`src/rtl/fpu_issue_ctrl_if.sv`:
```
// Command, response and FPU-side signals of the FPU issue controller.
// master = controller side, slave = pipeline/CSR and FPU environment side.
interface fpu_issue_ctrl_if;
    logic        cmd_valid;
    logic        cmd_ready;
    logic [31:0] cmd_a;
    logic [31:0] cmd_b;
    logic [1:0]  cmd_mode;

    logic        rsp_valid;
    logic        rsp_ready;
    logic [31:0] rsp_s;
    logic [3:0]  rsp_flags;
    logic        rsp_timeout;
    logic        busy;

    logic        fpu_start;
    logic [1:0]  fpu_mode;
    logic [31:0] fpu_a;
    logic [31:0] fpu_b;
    logic [31:0] fpu_s;
    logic        fpu_zero;
    logic        fpu_nan;
    logic        fpu_inf;
    logic        fpu_error;
    logic        fpu_ready;
    logic        fpu_done;

    modport master (
        input  cmd_valid, cmd_a, cmd_b, cmd_mode, rsp_ready,
        input  fpu_s, fpu_zero, fpu_nan, fpu_inf, fpu_error, fpu_ready, fpu_done,
        output cmd_ready, rsp_valid, rsp_s, rsp_flags, rsp_timeout, busy,
        output fpu_start, fpu_mode, fpu_a, fpu_b
    );

    modport slave (
        output cmd_valid, cmd_a, cmd_b, cmd_mode, rsp_ready,
        output fpu_s, fpu_zero, fpu_nan, fpu_inf, fpu_error, fpu_ready, fpu_done,
        input  cmd_ready, rsp_valid, rsp_s, rsp_flags, rsp_timeout, busy,
        input  fpu_start, fpu_mode, fpu_a, fpu_b
    );
endinterface

```
`src/rtl/fpu_issue_ctrl.sv`:
```
// FPU issue controller: FIFO-buffered commands issued one at a time over start/ready/done; WAIT timeout via FPU_ISSUE_TIMEOUT_EN.
// Latency: command accept -> fpu_start 2 cycles; fpu_done -> rsp_valid 1 cycle.
// Backpressure: cmd_ready drops at DEPTH entries (no same-cycle bypass); response held until rsp_ready.
module fpu_issue_ctrl #(
    parameter int DEPTH       = 4,
    parameter int TIMEOUT_CYC = 64
) (
    input logic              clk_i,
    input logic              rst_ni,
    fpu_issue_ctrl_if.master bus
);
    localparam int AW = $clog2(DEPTH);

    typedef struct packed {
        logic [1:0]  mode;
        logic [31:0] a;
        logic [31:0] b;
    } cmd_t;

    typedef enum logic [1:0] {IDLE, START, WAIT, RESP} state_t;

    if ((DEPTH < 2) || ((DEPTH & (DEPTH - 1)) != 0) || (TIMEOUT_CYC < 1)) begin : g_cfg_check
        $error("fpu_issue_ctrl: DEPTH must be a power of 2 >= 2, TIMEOUT_CYC >= 1");
    end

    cmd_t          mem [DEPTH];
    cmd_t          head;
    logic [AW-1:0] wr_ptr;
    logic [AW-1:0] rd_ptr;
    logic [AW:0]   count;
    logic [AW:0]   count_nxt;
    logic          push;
    logic          pop;
    logic          idle_nxt;
    state_t        state;

    assign push     = bus.cmd_valid && bus.cmd_ready;
    assign pop      = (state == IDLE) && (count != '0) && bus.fpu_ready;
    assign head     = mem[rd_ptr];
    assign idle_nxt = ((state == IDLE) && !pop) || ((state == RESP) && bus.rsp_ready);

    always_comb begin
        count_nxt = count;
        if (push && !pop) begin
            count_nxt = count + 1'b1;
        end else if (pop && !push) begin
            count_nxt = count - 1'b1;
        end
    end

    always_ff @(posedge clk_i) begin
        if (push) begin
            mem[wr_ptr] <= '{mode: bus.cmd_mode, a: bus.cmd_a, b: bus.cmd_b};
        end
    end

    // cmd_ready follows the registered occupancy, so a full FIFO refuses a push even while popping.
    always_ff @(posedge clk_i or negedge rst_ni) begin
        if (!rst_ni) begin
            wr_ptr        <= '0;
            rd_ptr        <= '0;
            count         <= '0;
            bus.cmd_ready <= 1'b1;
        end else begin
            if (push) begin
                wr_ptr <= wr_ptr + 1'b1;
            end
            if (pop) begin
                rd_ptr <= rd_ptr + 1'b1;
            end
            count         <= count_nxt;
            bus.cmd_ready <= (count_nxt != (AW + 1)'(DEPTH));
        end
    end

`ifdef FPU_ISSUE_TIMEOUT_EN
    localparam int TW = $clog2(TIMEOUT_CYC + 1);
    logic [TW-1:0] wait_cnt;
    logic          timeout_hit;

    always_ff @(posedge clk_i or negedge rst_ni) begin
        if (!rst_ni) begin
            wait_cnt <= '0;
        end else if (state == WAIT) begin
            wait_cnt <= wait_cnt + 1'b1;
        end else begin
            wait_cnt <= '0;
        end
    end

    assign timeout_hit = (wait_cnt == TW'(TIMEOUT_CYC - 1));
`endif

    always_ff @(posedge clk_i or negedge rst_ni) begin
        if (!rst_ni) begin
            state           <= IDLE;
            bus.fpu_start   <= 1'b0;
            bus.fpu_mode    <= '0;
            bus.fpu_a       <= '0;
            bus.fpu_b       <= '0;
            bus.rsp_valid   <= 1'b0;
            bus.rsp_s       <= '0;
            bus.rsp_flags   <= '0;
            bus.rsp_timeout <= 1'b0;
            bus.busy        <= 1'b0;
        end else begin
            bus.busy <= !idle_nxt || (count_nxt != '0);
            case (state)
                IDLE: begin
                    if (pop) begin
                        bus.fpu_mode  <= head.mode;
                        bus.fpu_a     <= head.a;
                        bus.fpu_b     <= head.b;
                        bus.fpu_start <= 1'b1;
                        state         <= START;
                    end
                end
                START: begin
                    bus.fpu_start <= 1'b0;
                    state         <= WAIT;
                end
                WAIT: begin
                    // Done takes priority over a timeout landing in the same cycle.
                    if (bus.fpu_done) begin
                        bus.rsp_s       <= bus.fpu_s;
                        bus.rsp_flags   <= {bus.fpu_error, bus.fpu_inf, bus.fpu_nan, bus.fpu_zero};
                        bus.rsp_timeout <= 1'b0;
                        bus.rsp_valid   <= 1'b1;
                        state           <= RESP;
                    end
`ifdef FPU_ISSUE_TIMEOUT_EN
                    else if (timeout_hit) begin
                        bus.rsp_s       <= '0;
                        bus.rsp_flags   <= 4'b1000;
                        bus.rsp_timeout <= 1'b1;
                        bus.rsp_valid   <= 1'b1;
                        state           <= RESP;
                    end
`endif
                end
                RESP: begin
                    if (bus.rsp_ready) begin
                        bus.rsp_valid <= 1'b0;
                        state         <= IDLE;
                    end
                end
                default: state <= IDLE;
            endcase
        end
    end
endmodule
```
`src/flat_wrapper.sv`:
```
// flat-port wrapper written by rule: the top's interface ports become plain ports
module fpu_issue_ctrl_flat 
#(
    parameter int DEPTH       = 4,
    parameter int TIMEOUT_CYC = 64
)
  (clk_i, rst_ni, bus_cmd_valid, bus_cmd_a, bus_cmd_b, bus_cmd_mode, bus_rsp_ready, bus_fpu_s, bus_fpu_zero, bus_fpu_nan, bus_fpu_inf, bus_fpu_error, bus_fpu_ready, bus_fpu_done, bus_cmd_ready, bus_rsp_valid, bus_rsp_s, bus_rsp_flags, bus_rsp_timeout, bus_busy, bus_fpu_start, bus_fpu_mode, bus_fpu_a, bus_fpu_b);
  fpu_issue_ctrl_if bus_i ();
  input logic clk_i;
  input logic rst_ni;
  input wire logic [$bits(bus_i.cmd_valid)-1:0] bus_cmd_valid;
  input wire logic [$bits(bus_i.cmd_a)-1:0] bus_cmd_a;
  input wire logic [$bits(bus_i.cmd_b)-1:0] bus_cmd_b;
  input wire logic [$bits(bus_i.cmd_mode)-1:0] bus_cmd_mode;
  input wire logic [$bits(bus_i.rsp_ready)-1:0] bus_rsp_ready;
  input wire logic [$bits(bus_i.fpu_s)-1:0] bus_fpu_s;
  input wire logic [$bits(bus_i.fpu_zero)-1:0] bus_fpu_zero;
  input wire logic [$bits(bus_i.fpu_nan)-1:0] bus_fpu_nan;
  input wire logic [$bits(bus_i.fpu_inf)-1:0] bus_fpu_inf;
  input wire logic [$bits(bus_i.fpu_error)-1:0] bus_fpu_error;
  input wire logic [$bits(bus_i.fpu_ready)-1:0] bus_fpu_ready;
  input wire logic [$bits(bus_i.fpu_done)-1:0] bus_fpu_done;
  output wire logic [$bits(bus_i.cmd_ready)-1:0] bus_cmd_ready;
  output wire logic [$bits(bus_i.rsp_valid)-1:0] bus_rsp_valid;
  output wire logic [$bits(bus_i.rsp_s)-1:0] bus_rsp_s;
  output wire logic [$bits(bus_i.rsp_flags)-1:0] bus_rsp_flags;
  output wire logic [$bits(bus_i.rsp_timeout)-1:0] bus_rsp_timeout;
  output wire logic [$bits(bus_i.busy)-1:0] bus_busy;
  output wire logic [$bits(bus_i.fpu_start)-1:0] bus_fpu_start;
  output wire logic [$bits(bus_i.fpu_mode)-1:0] bus_fpu_mode;
  output wire logic [$bits(bus_i.fpu_a)-1:0] bus_fpu_a;
  output wire logic [$bits(bus_i.fpu_b)-1:0] bus_fpu_b;
  assign bus_i.cmd_valid = bus_cmd_valid;
  assign bus_i.cmd_a = bus_cmd_a;
  assign bus_i.cmd_b = bus_cmd_b;
  assign bus_i.cmd_mode = bus_cmd_mode;
  assign bus_i.rsp_ready = bus_rsp_ready;
  assign bus_i.fpu_s = bus_fpu_s;
  assign bus_i.fpu_zero = bus_fpu_zero;
  assign bus_i.fpu_nan = bus_fpu_nan;
  assign bus_i.fpu_inf = bus_fpu_inf;
  assign bus_i.fpu_error = bus_fpu_error;
  assign bus_i.fpu_ready = bus_fpu_ready;
  assign bus_i.fpu_done = bus_fpu_done;
  assign bus_cmd_ready = bus_i.cmd_ready;
  assign bus_rsp_valid = bus_i.rsp_valid;
  assign bus_rsp_s = bus_i.rsp_s;
  assign bus_rsp_flags = bus_i.rsp_flags;
  assign bus_rsp_timeout = bus_i.rsp_timeout;
  assign bus_busy = bus_i.busy;
  assign bus_fpu_start = bus_i.fpu_start;
  assign bus_fpu_mode = bus_i.fpu_mode;
  assign bus_fpu_a = bus_i.fpu_a;
  assign bus_fpu_b = bus_i.fpu_b;
  fpu_issue_ctrl #(.DEPTH(DEPTH), .TIMEOUT_CYC(TIMEOUT_CYC)) u_core (.clk_i(clk_i), .rst_ni(rst_ni), .bus(bus_i));
endmodule
```
`config.mk`:
```
export PLATFORM = sky130hd
export DESIGN_NAME = fpu_issue_ctrl_flat
export DESIGN_NICKNAME = d
export VERILOG_FILES = /design/src/rtl/fpu_issue_ctrl_if.sv /design/src/rtl/fpu_issue_ctrl.sv /design/src/flat_wrapper.sv
export SDC_FILE = /design/constraint.sdc
export NUM_CORES = 1
export LEC_CHECK = 0
export CAP_MARGIN = 20
export CORE_UTILIZATION = 51
export CTS_BUF_LIST = sky130_fd_sc_hd__clkbuf_4 sky130_fd_sc_hd__clkbuf_8
export DETAILED_ROUTE_END_ITERATION = 6
export GPL_TIMING_DRIVEN = 0
export PLACE_DENSITY_LB_ADDON = 0.15
export SLEW_MARGIN = 30
export SYNTH_ARGS = -nofsm -noshare
export SYNTH_HDL_FRONTEND = slang
export SYNTH_SLANG_ARGS = --single-unit
```
`constraint.sdc`:
```
create_clock -name clk_i -period 4.9 [get_ports clk_i]
set_input_delay 0.98 -clock clk_i [delete_from_list [all_inputs] [get_ports clk_i]]
set_output_delay 0.98 -clock clk_i [all_outputs]
set_load 0.005 [all_outputs]
```
==> out/results.ini, run 1 <==
[power_and_ir_drop]
intPower_w=0.00769
netSwitchingFraction_pct=28.0
p_total_w=0.0107
clkPwrFrac_pct=24.7
netSwitchingPower_w=0.00299
p_seq_share_pct=44.0
combinationalPowerShare_pct=31.3
leakagePower_nw=6.85
irDropWorstVdd_uv=338
powerDensity_nw_per_um2=592

[place]
dp.cells=1339
placement.io_buffers=213
place_hpwl_um=17500
gp_congestion=0.715

[final_layout]
syn_to_final_growth_pct=28.1
layout_common_cells=edfxtp_1, clkdlybuf4s50_1, nand2_1, dfrtp_1, mux4_2
fin_cells=1451
nets=1179
layout_commonest_cell=edfxtp_1
layout-drive-gt1-share_pct=21.6
diodes=0

[clock_network]
h-tree-depth=2
cts_setup_buffers=0
cts.sinks=379
clock-root-buffer=clkbuf_8
postCtsResizedCells=0
ctsLongestPathBuffers=3
clkLatencyLatePin_ps=600
hold_buffers=0
clkTransAtPathRegs_ps=60
numCtsBuffers=59
tritoncts=yes

[critical_path]
cp_data_arrival_time_ps=1710
crit_type=reg2out
critPathMaxFanout=7
crit_path_start_kind=flop
cp_data_required_time_ps=3920
cpLargestDelayFamily=flip-flops
cp_slowest_cell=dfstp_2
critPathMaxStageDelay_ps=600
path_buf_inv=1
end_kind=output port
worstPathCellList=clkdlybuf4s50_1

[route]
vias_per_cell=5.18
drc_errors=0
vias=7518
postRouteAntennaNets=0
dr.pass1.iters=4
routed_wirelength_um=27600
drtIter0Drc=451
wl_per_cell_um=19.0

[grt]
grt_pass1_vias=7996
grt_max_degree=74
grtUsageTotal_pct=20.1
antenna_found_initial=2
grt_pass1_wl_um=43200
grt_overflow=0

[run]
maxCapViolCount=0

[timing]
relSlewSlack_pct=56.3
finalHoldViolations=0
fmax_mhz=372
post-route-min-period_ps=2690
setup_viol=0
rsz0062_at_grt=no
final.setup_skew_ps=29.9
drv_slew=0
finalCritPeriodShare_pct=54.8
tightest_slew_ps=656

[yosys]
synth_area_um2=14100
ys_ff_latch=379
synthCells=778
synth_enable_flop_cells=264
syn-mean-instance-area_um2=18.1
synth_flop_cell=edfxtp_1
seq_area_frac_synth_pct=76.7
yosysWarningCount=0
synth.distinct_cells=33
synth_nets=898
synthArstFlopShare_pct=30.3

[floorplan]
initial_core_util_pct=52.1
fp.dieArea_um2=28300
core_area_um2=27000
die_w_um=168
io-pin-count=215
fp.dieH_um=168
rows=60

[run_status]
status=finished, final reports clean

[hold_path]
hp-class=in2async

## Yosys cell counts (all sizes together) (2+ instances only)
library cell,n,share of area (%)
xnor2,6,0.37
dfrtp,114,20
clkbuf,7,0.19
buf,27,1.0
ha,12,1.1
a21oi,3,0.11
nand2b,2,0.089
nor2,2,0.053
and3,4,0.18
mux4,66,11
nand2,206,5.5
mux2,38,3.0
inv,8,0.21
edfxtp,264,56
o21ai,5,0.18
## per-stage QoR
step | hold WS, ps | utilization [%] | cell area [µm²] | setup TNS [ps] | setup WS, ps
3_5_place_dp | 461 | 62.3 | 16800 | 0 | 2000
6_report | 293 | 66.8 | 18000 | 0 | 2210
5_1_grt | 284 | 66.8 | 18000 | 0 | 2140
2_1_floorplan | 470 | - | 14100 | 0 | 1890
4_1_cts | 271 | 66.8 | 18000 | 0 | 2160
3_3_place_gp | 459 | 61.6 | 16600 | -246820 | -2150
## final timing paths
check,start,endpoint,slack [ps],cells after the start
hold reg to reg,u_core.bus.fpu_mode[0],u_core.bus.fpu_mode[0],470,2
max in group asynchronous,rst_ni,u_core.bus.cmd_ready,3870,2
hold / removal,rst_ni,u_core.bus.rsp_s[26],290,1
setup reg to reg,u_core.count[0],u_core.bus.busy,2640,7
setup / recovery,u_core.bus.cmd_ready,bus_cmd_ready,2210,1
min in group clk_i,u_core.bus.fpu_mode[0],u_core.bus.fpu_mode[0],470,2
## layer usage
layer | track usage [%] | share of wire [%]
met2 | 34.2 | 49
met3 | 5.41 | 6.7
met4 | 6.28 | 2.0
met5 | 0 | 0.098
met1 | 25.3 | 42
## sequential cells by signal, summed over array words and instances (netlist names), 3 cells and up
register              flops
u_core.bus.rsp_flags      4
u_core.mem              264
u_core.bus.rsp_s         32
u_core.bus.fpu_a         32
u_core.count              3
u_core.bus.fpu_b         32
## layout make-up
class	count	area, µm²
sequential	379	10800
fill	1882	8980
multi-input combinational	357	3100
timing repair buffer	220	2300
clock buffer	91	1090
tap	341	427
buffer	34	173
clock inverter	21	125
inverter	8	30.0
## power groups by stage
stage	clock, W	sequential, W	combinational [W]
2_1_floorplan	0	0.00476	0.00180
3_3_place_gp	0	0.00479	0.00329
3_5_place_dp	0	0.00477	0.00341
4_1_cts	0.00271	0.00471	0.00342
5_1_grt	0.00284	0.00478	0.00367
6_report	0.00264	0.00470	0.00334
## kinds of logic (layout without fill, tap and decap cells)
logic type	Yosys count	in the layout	share of synthesized area [%]
flops	379	379	76.7
simple gates	220	220	6.12
mux	105	105	13.7
buf+inv	42	374	1.44
compound gates	13	13	0.586
fa+ha+maj	12	12	1.07
xor+xnor	6	6	0.373
other cells	1	1	0.0266
Note: power is estimated with default switching activity, not from simulation.
==> inputs of run 2 (changes only) <==
--- a/config.mk
+++ b/config.mk
@@ -6,7 +6,7 @@
 export NUM_CORES = 1
 export LEC_CHECK = 0
 export CAP_MARGIN = 20
-export CORE_UTILIZATION = 51
+export CORE_UTILIZATION = 50
 export CTS_BUF_LIST = sky130_fd_sc_hd__clkbuf_4 sky130_fd_sc_hd__clkbuf_8
 export DETAILED_ROUTE_END_ITERATION = 6
 export GPL_TIMING_DRIVEN = 0
==> constraint.sdc (replaced) <==
create_clock -name clk_i -period 2.3 [get_ports clk_i]
set_input_delay 0.46 -clock clk_i [delete_from_list [all_inputs] [get_ports clk_i]]
set_output_delay 0.46 -clock clk_i [all_outputs]
set_load 0.005 [all_outputs]
==> run 2 against run 1 <==
Register-to-register slack got worse by 2500 ps. Count of clock-buffer cells in the layout grew 1. Clock skew decreased by 11 ps. Total power rose by 110%. Via count increased by 1.3%. Critical endpoint is now u_core.bus.busy. Die area increased by 2.0%. Sequential share of layout area is 0.26 points lower. Largest cell class unchanged. Sequential power increased by 110%. Flip-flop and latch count unchanged. Routed wire length rose by 1.6%. Worst hold slack gained 140 ps.
==> out/results.ini, run 2 (synthesis gave the netlist of run 1 again) <==
[critical_path]
critPathMaxStageDelay_ps=380  ; -220 ps
critPathMaxFanout=10  ; +3
crit_path_frequent_cell=ha_1
cp_slowest_cell=mux2_2
worstPathCellList=inv_1 -> ha_1 -> ha_1 -> and3b_1 -> buf_4 -> mux2_2 -> a211o_1
cp_data_required_time_ps=2750  ; -1170 ps
crit_type=reg2reg
end_kind=flop
cpLargestDelayFamily=adder cells
crit_path_start_kind=flop
path_buf_inv=2  ; +1
cp_data_arrival_time_ps=2650  ; +940 ps

[timing]
tightest_slew_ps=659  ; +3.77 ps
layout_setup_ws_ps=100  ; -2110 ps
drv_slew=0  ; unchanged
post-route-min-period_ps=2200
finalCritPeriodShare_pct=95.6
relSlewSlack_pct=56.0  ; -0.25 points
finalHoldViolations=0  ; unchanged
final.setup_skew_ps=18.7  ; -11.2 ps
rsz0062_at_grt=no
setup_viol=0  ; unchanged
fmax_mhz=455

[floorplan]
core_area_um2=27800  ; +2.8%
fp.dieArea_um2=28800  ; +2.0%
die_w_um=170  ; +0.98%
rows=61  ; +1.7%
initial_core_util_pct=50.7  ; -1.4 points
fp.dieH_um=170  ; +0.98%
io-pin-count=215  ; unchanged

[clock_network]
numCtsBuffers=59  ; unchanged
cts_setup_buffers=0  ; unchanged
clkTransAtPathRegs_ps=60  ; about the same
h-tree-depth=2  ; unchanged
ctsLongestPathBuffers=3  ; unchanged
clock-root-buffer=clkbuf_8
clkLatencyLatePin_ps=590  ; about the same
tritoncts=yes
cts.sinks=379  ; unchanged

[place]
placement.io_buffers=213  ; unchanged
place_area_um2=16900  ; +0.20%
dp_slack_ps=-68.6  ; -2060 ps
gp_congestion=0.699  ; -2.1%
place_hpwl_um=17500  ; +0.19%

[route]
wl_per_cell_um=18.8  ; -0.95%
drc_errors=0  ; unchanged
routed_wirelength_um=28000  ; +1.6%
vias=7614  ; +1.3%
vias_per_cell=5.12  ; -1.2%
drtIter0Drc=442  ; -2.0%
dr.pass1.iters=4  ; unchanged
postRouteAntennaNets=0  ; unchanged

[final_layout]
layout_commonest_cell=edfxtp_1
nets=1179  ; unchanged
diodes=0  ; unchanged
finalInstanceArea_um2=18100  ; +0.43%
layout_common_cells=edfxtp_1, clkdlybuf4s50_1, nand2_1, dfrtp_1, clkbuf_8
fillerInstances=2013  ; +7.0%
largest-register=u_core.mem
layout-drive-gt1-share_pct=22.1  ; +0.45 points
syn_to_final_growth_pct=28.7
largest_reg_flops=264  ; unchanged

[grt]
grt_max_degree=65  ; -12%
grt_overflow=0  ; unchanged
antenna_found_initial=0  ; -2
grtUsageTotal_pct=20.0  ; -0.095 points
grt_pass1_wl_um=43500  ; +0.86%
grt_pass1_vias=8094  ; +1.2%

[hold_path]
hp-class=in2async

[power_and_ir_drop]
leakagePower_nw=6.87  ; +0.38%
powerDensity_nw_per_um2=1260  ; +110%
irDropWorstVdd_uv=643  ; +90%

[run]
maxCapViolCount=0  ; unchanged

[run_status]
status=finished, final reports clean

==> run 2: power by group <==
part	switching, W	internal [W]	total, W	leakage [nW]
Sequential	0.000718	0.00930	0.0100	3.82
Combinational	0.00321	0.00395	0.00716	2.39
Clock	0.00249	0.00320	0.00569	0.666
Total	0.00642	0.0165	0.0229	6.87
==> run 2: timing repair <==
| item | in CTS | in global routing |
|---|---|---|
| gates resized for setup | 1 | 11 |
| hold endpoints to repair | 51 | 0 |
| endpoints found under the setup margin | 1 | 32 |
| hold buffers | 1 | 0 |
==> run 2: path summary, 6_finish.rpt <==
| path | slack, ps | end | depth (start not counted) | start |
|---|---|---|---|---|
| setup / recovery | 100 | u_core.bus.busy | 7 | u_core.count[0] |
| hold / removal | 430 | u_core.bus.rsp_s[29] | 2 | rst_ni |
| setup reg to reg | 100 | u_core.bus.busy | 7 | u_core.count[0] |
| hold reg to reg | 470 | u_core.bus.fpu_b[29] | 2 | u_core.bus.fpu_b[29] |
| max in group asynchronous | 1140 | u_core.bus.cmd_ready | 3 | rst_ni |
| min in group clk_i | 470 | u_core.bus.fpu_b[29] | 2 | u_core.bus.fpu_b[29] |
==> run 2: area by class of cell <==
class	instances	area [µm²]	share of cell area, %
plain buffers	34	186	1.03
clock buffers	92	1120	6.16
clock inverters	20	119	0.656
inverters	8	30.0	0.166
multi-input cells	357	3100	17.1
flip-flops and latches	379	10800	59.6
well taps	378	473	2.61
repair buffers	220	2300	12.7
==> run 2: metrics by stage <==
| stage | instances | setup TNS, ps | hold slack (ps) | power, W | utilization (%) |
|---|---|---|---|---|---|
| 2_1_floorplan | 778 | 0 | 164 | 0.0140 | - |
| 3_3_place_gp | 1369 | -690540 | 458 | 0.0172 | 60.1 |
| 3_5_place_dp | 1375 | -6120 | 430 | 0.0175 | 60.7 |
| 4_1_cts | 1488 | 0 | 387 | 0.0232 | 65.2 |
| 5_1_grt | 1488 | 0 | 430 | 0.0242 | 65.2 |
| 6_report | 1488 | 0 | 429 | 0.0229 | 65.2 |
==> run 2: per-layer routing <==
| layer | vias to the layer above | part of all wire (%) | GRT usage [%] |
|---|---|---|---|
| met5 | - | 0 | 0 |
| met4 | 0 | 2.0 | 6.54 |
| met3 | 43 | 5.9 | 4.70 |
| met2 | 236 | 51 | 34.8 |
| met1 | 3866 | 41 | 24.8 |
| li1 | 3469 | - | - |
